**src/rtl/output_pkg.sv**
```systemverilog
// Shared widths, saturation bounds and the FIFO entry type for the output requantizer.
package output_pkg;

  localparam int IO_DATA_WIDTH      = 16;
  localparam int ACCUMULATION_WIDTH = 32;
  localparam int FEATURE_MAP_WIDTH  = 1024;
  localparam int FEATURE_MAP_HEIGHT = 1024;
  localparam int OUTPUT_NB_CHANNELS = 64;

  localparam int X_W  = $clog2(FEATURE_MAP_WIDTH);
  localparam int Y_W  = $clog2(FEATURE_MAP_HEIGHT);
  localparam int CH_W = $clog2(OUTPUT_NB_CHANNELS);

  // One guard bit so adding the rounding offset cannot wrap.
  localparam int SUM_W = ACCUMULATION_WIDTH + 1;

  localparam logic signed [SUM_W-1:0] SAT_MAX = SUM_W'((2 ** (IO_DATA_WIDTH - 1)) - 1);
  localparam logic signed [SUM_W-1:0] SAT_MIN = SUM_W'(-(2 ** (IO_DATA_WIDTH - 1)));

  typedef struct packed {
    logic [IO_DATA_WIDTH-1:0] data;
    logic [X_W-1:0]           x;
    logic [Y_W-1:0]           y;
    logic [CH_W-1:0]          ch;
  } out_entry_t;

  localparam int ENTRY_W = $bits(out_entry_t);

endpackage

```
**src/rtl/sync_fifo.sv**
```systemverilog
// Show-ahead synchronous FIFO with natural-wrap pointers and a separate occupancy count.
module sync_fifo #(
  parameter int WIDTH = 8,
  parameter int DEPTH = 8
) (
  input  logic                     clk,
  input  logic                     rst_n,
  input  logic                     wr_en,
  input  logic [WIDTH-1:0]         wr_data,
  input  logic                     rd_en,
  output logic [WIDTH-1:0]         rd_data,
  output logic [$clog2(DEPTH):0]   count,
  output logic                     full,
  output logic                     empty
);

  localparam int PW = $clog2(DEPTH);

  logic [WIDTH-1:0] mem [DEPTH];
  logic [PW-1:0]    wr_ptr;
  logic [PW-1:0]    rd_ptr;
  logic             do_wr;
  logic             do_rd;

  assign empty = (count == '0);
  assign full  = (count == (PW + 1)'(DEPTH));

  // A write into a full FIFO is only legal when the head leaves in the same cycle.
  assign do_rd = rd_en && !empty;
  assign do_wr = wr_en && (!full || do_rd);

  always_ff @(posedge clk or negedge rst_n) begin
    if (!rst_n) begin
      wr_ptr <= '0;
      rd_ptr <= '0;
      count  <= '0;
    end else begin
      if (do_wr) wr_ptr <= wr_ptr + 1'b1;
      if (do_rd) rd_ptr <= rd_ptr + 1'b1;
      case ({do_wr, do_rd})
        2'b10:   count <= count + 1'b1;
        2'b01:   count <= count - 1'b1;
        default: count <= count;
      endcase
    end
  end

  always_ff @(posedge clk) begin
    if (do_wr) mem[wr_ptr] <= wr_data;
  end

  assign rd_data = mem[rd_ptr];

endmodule

```
**src/rtl/output_requant_fifo.sv**
```systemverilog
// Requantizes accumulator results (round, shift, saturate) and buffers them for the host.
// Build option: define OUTPUT_RELU_EN to clamp negative results to zero after saturation.
module output_requant_fifo
  import output_pkg::*;
#(
  parameter int FIFO_DEPTH = 8
) (
  input  logic                          clk,
  input  logic                          arst_n_in,
  input  logic                          in_valid,
  input  logic [ACCUMULATION_WIDTH-1:0] in_data,
  input  logic [X_W-1:0]                in_x,
  input  logic [Y_W-1:0]                in_y,
  input  logic [CH_W-1:0]               in_ch,
  input  logic [4:0]                    out_scale,
  output logic                          out_valid,
  input  logic                          out_ready,
  output logic [IO_DATA_WIDTH-1:0]      out_data,
  output logic [X_W-1:0]                out_x,
  output logic [Y_W-1:0]                out_y,
  output logic [CH_W-1:0]               out_ch,
  output logic                          almost_full,
  output logic [$clog2(FIFO_DEPTH):0]   count,
  output logic                          overflow,
  input  logic                          clear_overflow
);

  logic signed [SUM_W-1:0]  acc_ext;
  logic signed [SUM_W-1:0]  rnd;
  logic signed [SUM_W-1:0]  sum;
  logic signed [SUM_W-1:0]  shifted;
  logic [IO_DATA_WIDTH-1:0] sat;
  logic [IO_DATA_WIDTH-1:0] req;

  logic       stage_valid;
  out_entry_t stage_entry;
  out_entry_t head_entry;
  out_entry_t out_entry;
  logic       fifo_full;
  logic       fifo_empty;
  logic       drop;

  always_comb begin
    acc_ext = {in_data[ACCUMULATION_WIDTH-1], in_data};
    rnd     = '0;
    if (out_scale != 5'd0) rnd = SUM_W'(1) << (out_scale - 5'd1);
    sum     = acc_ext + rnd;
    shifted = sum >>> out_scale;
    if (shifted > SAT_MAX)      sat = SAT_MAX[IO_DATA_WIDTH-1:0];
    else if (shifted < SAT_MIN) sat = SAT_MIN[IO_DATA_WIDTH-1:0];
    else                        sat = shifted[IO_DATA_WIDTH-1:0];
`ifdef OUTPUT_RELU_EN
    req = sat[IO_DATA_WIDTH-1] ? '0 : sat;
`else
    req = sat;
`endif
  end

  always_ff @(posedge clk or negedge arst_n_in) begin
    if (!arst_n_in) begin
      stage_valid <= 1'b0;
      stage_entry <= '0;
    end else begin
      stage_valid      <= in_valid;
      stage_entry.data <= req;
      stage_entry.x    <= in_x;
      stage_entry.y    <= in_y;
      stage_entry.ch   <= in_ch;
    end
  end

  sync_fifo #(
    .WIDTH (ENTRY_W),
    .DEPTH (FIFO_DEPTH)
  ) u_fifo (
    .clk     (clk),
    .rst_n   (arst_n_in),
    .wr_en   (stage_valid),
    .wr_data (stage_entry),
    .rd_en   (out_ready),
    .rd_data (head_entry),
    .count   (count),
    .full    (fifo_full),
    .empty   (fifo_empty)
  );

  // Storage is not reset, so the head is masked to keep outputs at zero while empty.
  assign out_valid = !fifo_empty;
  assign out_entry = out_valid ? head_entry : '0;
  assign out_data  = out_entry.data;
  assign out_x     = out_entry.x;
  assign out_y     = out_entry.y;
  assign out_ch    = out_entry.ch;

  assign almost_full = (32'(count) >= (FIFO_DEPTH - 2));

  // Full implies non-empty, so a pop is possible exactly when the host is ready.
  assign drop = stage_valid && fifo_full && !out_ready;

  always_ff @(posedge clk or negedge arst_n_in) begin
    if (!arst_n_in)          overflow <= 1'b0;
    else if (drop)           overflow <= 1'b1;
    else if (clear_overflow) overflow <= 1'b0;
  end

endmodule
```
**config.mk**
```make
export PLATFORM = sky130hd
export DESIGN_NAME = output_requant_fifo
export DESIGN_NICKNAME = d
export VERILOG_FILES = /design/src/rtl/output_pkg.sv /design/src/rtl/sync_fifo.sv /design/src/rtl/output_requant_fifo.sv
export SDC_FILE = /design/constraint.sdc
export NUM_CORES = 1
export LEC_CHECK = 0
export ABC_CLOCK_PERIOD_IN_PS = 7000
export BUFFER_PORTS_ARGS = -buffer_cell sky130_fd_sc_hd__buf_2
export CAP_MARGIN = 20
export CORE_MARGIN = 2
export CORE_UTILIZATION = 40
export CTS_BUF_LIST = sky130_fd_sc_hd__clkbuf_2 sky130_fd_sc_hd__clkbuf_4 sky130_fd_sc_hd__clkbuf_8
export CTS_CLUSTER_SIZE = 24
export DETAILED_ROUTE_END_ITERATION = 10
export PLACE_DENSITY_LB_ADDON = 0.1
export SETUP_SLACK_MARGIN = 0.02
export SYNTH_ARGS = -nofsm -noshare
export SYNTH_HDL_FRONTEND = slang
export SYNTH_HIERARCHICAL = 1
export SYNTH_SLANG_ARGS = --single-unit
```
**constraint.sdc**
```tcl
create_clock -name clk -period 7 [get_ports clk]
set_clock_uncertainty 0.2 [all_clocks]
set_input_delay 0 -clock clk [delete_from_list [all_inputs] [get_ports clk]]
set_output_delay 0 -clock clk [all_outputs]
set_load 0.02 [all_outputs]
```
# Word level (Yosys, flattened, before mapping)
# Memory sizes are Yosys's and may differ from the RTL's.
# Index checks and enable logic that the tools add are counted.
# word_totals
register_bits	54
ram_bits	336
inputBits	68
out_inout_bits	49
word_cells	45
mem_count	1
# classes
n_addsub	6
magnitude_cmp	3
n_eq_ne	3
shift	2
mux	9
reduce_logical	12
# mem_list
name	depth	word_bits	rd	rd_clocked_by_memory_dff	wr	line_no	rtl
u_fifo.mem	8	42	1	0	1	sync_fifo.sv:19	logic [WIDTH-1:0] mem [DEPTH];
# op_table
cell	n
$mux 42	1
$add 32x33->33	1
$gt 33x16->1 const B	1
$lt 33x16->1 const B	1
$mux 33	1
$shl 1x5->33 const A	1
$sshr 33x5->33	1
$mux 16	2
$pmux 4 s2	1
$add 3x1->3 const B	2
$reduce_bool 5->1	1
$sub 5x1->5 const B	1
$add 4x1->4 const B	1
$eq 4x4->1 const B	1
$ge 4x3->1 const B	1
$logic_and 1x1->1	4
$logic_not 4->1	1
$mux 1	4
$reduce_bool 2->1	2
$sub 4x1->4 const B	1
$logic_not 1->1	3
$eq 2x1->1 const B	1
$eq 2x2->1 const B	1
$logic_or 1x1->1	1

# Depth between registers and ports, before layout
# depth
word_depth	8
depth_mapped	24
depth_no_buf	19

# Hierarchy
# Netlist, hierarchy kept.
# by_module_without_submodules
mod	instances	cells_per_inst	area_per_inst_um2	seq_area_each_um2
sync_fifo	1	575	13395.3	10339.9
output_requant_fifo	1	908	6700.2	1101.1

# Worst setup path before layout
# Ideal clock, no wire load.
# synth_timing
path_type	input port to flip-flop
startpoint	input port out_scale[3]
endpoint	register stage_entry[32] (netlist name)
setup_time_ns	0.086
t_arrival_ns	4.953
required_time_ns	6.714
slack_ns	1.760
stages	20
path_buffers	6
path_cell_list	clkbuf_1 > clkbuf_1 > buf_1 > clkbuf_1 > buf_1 > nand2_1 > nor3_1 > ha_1 > buf_2 > a21oi_1 > o221a_2 > a211oi_4 > or3_4 > a21boi_2 > nor2_4 > o2111a_1 > or4_4 > nor4_4 > or3b_1 > o221ai_2
# synth_via
elab_chain_cells	8
word_cells_on_any_way	10
classes_between	add/sub: 2; order compare: 2; shift: 2; mux: 3; reduce/logical: 1
# synth_rtl
element	line_no	rtl
from (decl)	output_requant_fifo.sv:15	input logic [4:0] out_scale,
$sub 5x1->5	output_requant_fifo.sv:46	if (out_scale != 5'd0) rnd = SUM_W'(1) << (out_scale - 5'd1);
$shl 1x5->33	output_requant_fifo.sv:46	
$mux 33	output_requant_fifo.sv:46	
$add 32x33->33	output_requant_fifo.sv:47	sum = acc_ext + rnd;
$sshr 33x5->33 (*)	output_requant_fifo.sv:48	shifted = sum >>> out_scale;
$lt 33x16->1	output_requant_fifo.sv:50	else if (shifted < SAT_MIN) sat = SAT_MIN[IO_DATA_WIDTH-1:0];
$mux 16	output_requant_fifo.sv:50	
$mux 16 (*)	output_requant_fifo.sv:49	if (shifted > SAT_MAX) sat = SAT_MAX[IO_DATA_WIDTH-1:0];
via req[6]	output_requant_fifo.sv:33	logic [IO_DATA_WIDTH-1:0] req;
to (decl)	output_requant_fifo.sv:36	out_entry_t stage_entry;
# The timed path passes the listed nets; every way through them passes the cells marked *.
# A chain may end at the register's enable or synchronous reset.

# Worst setup path after layout
# layout_timing
startpoint	input port out_scale[4]
endpoint	register stage_entry[39] (netlist name)
# Same word-level chain as after synthesis.

==> out/qor.csv <==
stage,metric,value,unit
run_status,status,finished clean,
yosys,synth.top_cell.area_share,0.502,
global_route,grt_use_met2,0.384,
route,drt_iter0_markers,1243,
yosys,seq_area_frac_synth,0.569,
clock_network,cts_tree,yes,
finish,fill_cells,4550,
global_route,antenna_found_initial,1,
critical_path,rrSetupSlack,3.59,ns
route,avgViaCountPerCell,5.81,
finish,seqCellArea,0.0114,sq mm
global_route,gr-max-usage-layer,met2,
yosys,synth_ff_type,edfxtp_1,
clock_network,clock_latency,0.61,ns
yosys,synth_area_leaders,"edfxtp_1 50%, mux4_2 9.4%, dfrtp_1 6.7%",
route,firstDrtPassIters,7,
global_route,grt_pass1_wl,87000,microns
timing,fmax,0.168,GHz
critical_path,reg2reg_depth,5,
clock_network,ctsResizeCount,0,
critical_path,cp-startpoint,out_scale[4],
yosys,synthArstFlopShare,0.138,
die,die-area,0.0520,sq mm
critical_path,worstPathMaxFanout,20,
global_route,grt_pass1_vias,14100,
worst_hold_path,hp-class,input pin to flip-flop,
yosys,synth_cells,1483,
yosys,syn_area_per_cell,13.6,sq um
critical_path,worstPathRequired,7.28,ns
global_route,gr-usage-met3,0.0234,
place,place_congestion,0.932,
critical_path,endpoint,stage_entry[39]$_DFF_PN0_,
die,die_height,228,microns
place,hpwlAfterDp,37200,microns
pwr,ir_drop,0.151,mV
timing,relSlewSlack,0.415,
yosys,ys_ff_latch,390,
die,die_x,228,microns
route,antenna_left,0,
route,remaining_drc_errors,0,
clock_network,clk_pin_slew,0.06,ns
pwr,p_int,0.00520,W
yosys,synth_xor_area_frac,0.00909,
global_route,grt_max_degree,55,
die,fp.coreArea,0.0499,sq mm
place,portBuffers,116,
timing,period_share,0.849,
global_route,use_met1,0.276,
clock_network,numCtsBuffers,59,
die,io_pins,117,
timing,timing.hold.ws,0.0620,ns
pwr,p_total,0.00773,W
yosys,yosys.area_share.simple,0.107,
yosys,synth_nets,1589,
timing,finalSetupViolCount,0,
timing,rsz0062_at_grt,false,
pwr,power.density,332,mW/mm^2
yosys,muxShareOfSynthArea,0.147,
critical_path,end_kind,flip-flop,
yosys,synth_top_area_cell,edfxtp_1,
finish,multiInputGateArea,0.00813,sq mm
route,wl_per_cell,23.8,microns
finish,area_growth,16.0,%
critical_path,start_kind,input pin,
finish,fin_nets,1770,
yosys,ys_types,103,
critical_path,r2r_start,u_fifo/count[1]$_DFFE_PN0P_,
clock_network,ctsRootBufferMaster,clkbuf_8,
clock_network,clock-sinks,390,
pwr,power_frac_clock,0.258,
yosys,ys_warn_count,6,
pwr,seq_power_share,0.406,
route,drt-total-wl,56700,microns
yosys,synth_top_family_by_area,multiplexers,
timing,hold_viol,0,
pwr,pwr-share-comb,0.337,
global_route,grt.overflow.total,0,
timing,drv_slew,0,
timing,setup_tns,0,ns
yosys,synth_fa_ha_area_frac,0.0244,
yosys,synth_edf_count,336,
timing,layout_min_cycle_time,5.94,ns
critical_path,reg2reg_to,u_fifo/mem[0][31]$_DFFE_PP_,
place,numPlacedInstances,2213,
critical_path,path_class,input pin to flip-flop,
pwr,p_leak,8.15,nW
run,max-cap-violations,0,
yosys,synth-compound-area-share,0.114,
critical_path,crit_arrival,6.22,ns
clock_network,htree_levels,2,
route,num_vias,13900,
timing,tightest_slew,0.877,ns
finish,drive_gt1_frac,0.261,
clock_network,cts_buffer_depth,3,
pwr,p_sw_frac,0.327,
yosys,netlist_area,0.0201,sq mm
global_route,grt_usage,0.217,
die,rows,82,
die,start_util,0.403,
finish,final_cell_count_no_fill,2386,
pwr,power.switching,0.00252,W
sequential cells by signal (all words and copies together), names as in the netlist:
signal / flops
overflow: 1
u_fifo/count: 4
stage_entry: 42
u_fifo/rd_ptr: 3
u_fifo/mem: 336
stage_valid: 1
u_fifo/wr_ptr: 3
worst min path at each step:
stage | startpoint | end | slack [ns] | depth (start not counted)
6_report | in_data[31] | stage_entry[41]$_DFF_PN0_ | 0.06 | 4
5_1_grt | in_data[31] | stage_entry[41]$_DFF_PN0_ | 0.06 | 4
4_1_cts | in_data[31] | stage_entry[41]$_DFF_PN0_ | 0.009 | 4
3_5_place_dp | in_x[8] | stage_entry[24]$_DFF_PN0_ | -0.09 | 1
3_3_place_gp | in_y[3] | stage_entry[9]$_DFF_PN0_ | -0.09 | 1
2_1_floorplan | arst_n_in | overflow$_DFFE_PN0P_ | -0.50 | 0
cells by family (layout without fill, tap and decap cells):
kind of cell               count (synthesis)  in the layout
xor gates and xnor gates                  20             20
DFF                                      390            390
buffers and inverters                    117            347
muxes                                    169            169
AOI/OAI and AO/OA                        318            318
and+or+nand+nor                          430            430
adders and majority gates                 38             38
other                                      1              2
placed cells by master (no fill, tap or decap), types with 8 or more instances in the layout:
cell type and n:
edfxtp_1 336, buf_2 116, nand2_1 113, nor2_1 97
mux4_2 84, clkbuf_8 74, a21oi_1 61, dlygate4sd3_1 61
o21ai_0 51, dfrtp_1 51, mux2_2 50, nor3_1 42
nor2b_1 42, ha_1 36, buf_4 35, nand3_1 33
mux2i_1 26, nand4_1 25, clkbuf_4 24, inv_1 23
o211ai_1 23, a211oi_1 18, o21a_1 17, nand2b_1 13
a21o_1 12, o221ai_1 12, xnor2_1 11, nor4_1 10
o21ai_1 10, o31ai_1 9, mux4_1 9, xor2_1 8
cell type report:
class                      count  share of cell area
tap                          672              0.0361
sequential                   390               0.491
clock inverter                12             0.00478
antenna                        1            0.000107
inverter                      24             0.00387
timing repair buffer         213              0.0636
multi-input combinational    976               0.349
clock buffer                  98              0.0514
worst max-delay path, stage by stage:
cell,delay (ns)
dlygate4sd3_1,0.53
buf_2,0.22
inv_1,0.15
buf_4,0.29
nand3_1,0.18
nor2_1,0.29
ha_1,0.39
nand4_1,0.31
nor4_1,0.50
a211oi_1,0.16
a22o_1,0.31
mux2i_1,0.18
o31ai_1,0.72
o22ai_1,0.28
a221oi_1,0.52
nand3_1,0.15
nor3_1,0.26
nand2_1,0.37
o311ai_1,0.39
per-stage QoR:
| stage | area, sq um | util | worst slack, ns |
|---|---|---|---|
| finish | 23300 | 0.467 | 1.06 |
| global route | 23300 | 0.467 | 0.779 |
| CTS | 23300 | 0.467 | 1.32 |
| detailed placement | 21400 | 0.428 | 1.05 |
| global placement | 21400 | 0.428 | 0.943 |
| floorplan | 20100 | - | 1.76 |
cells in the mapped netlist (33+ instances only):
library cell / count
nor2b_1: 42
nor2_1: 103
nand3_1: 33
nor3_1: 44
edfxtp_1: 336
clkbuf_1: 44
mux2_2: 50
a21oi_1: 61
mux4_2: 84
nand2_1: 113
dfrtp_1: 54
ha_1: 36
o21ai_0: 51
layer usage:
metal | up-vias | share of wire
met1 | 7031 | 0.41
met5 | - | 0
met3 | 113 | 0.044
met4 | 0 | 0.035
met2 | 464 | 0.51
li1 | 6249 | -
repair_timing:
| action | in CTS | in global routing |
|---|---|---|
| endpoints found under the hold margin | 98 | 0 |
| setup buffers | 0 | 0 |
| hold buffers | 61 | 0 |
| setup endpoints to repair | 0 | 0 |
power by group through the flow:
stage | Clock (W) | Sequential, W | Combinational (W)
4_1_cts | 0.00205 | 0.00315 | 0.00263
2_1_floorplan | 0 | 0.00303 | 0.00197
6_report | 0.00199 | 0.00313 | 0.00260
3_5_place_dp | 0 | 0.00319 | 0.00259
3_3_place_gp | 0 | 0.00318 | 0.00259
5_1_grt | 0.00215 | 0.00318 | 0.00280
No activity file was read; power rests on OpenSTA's default activity.
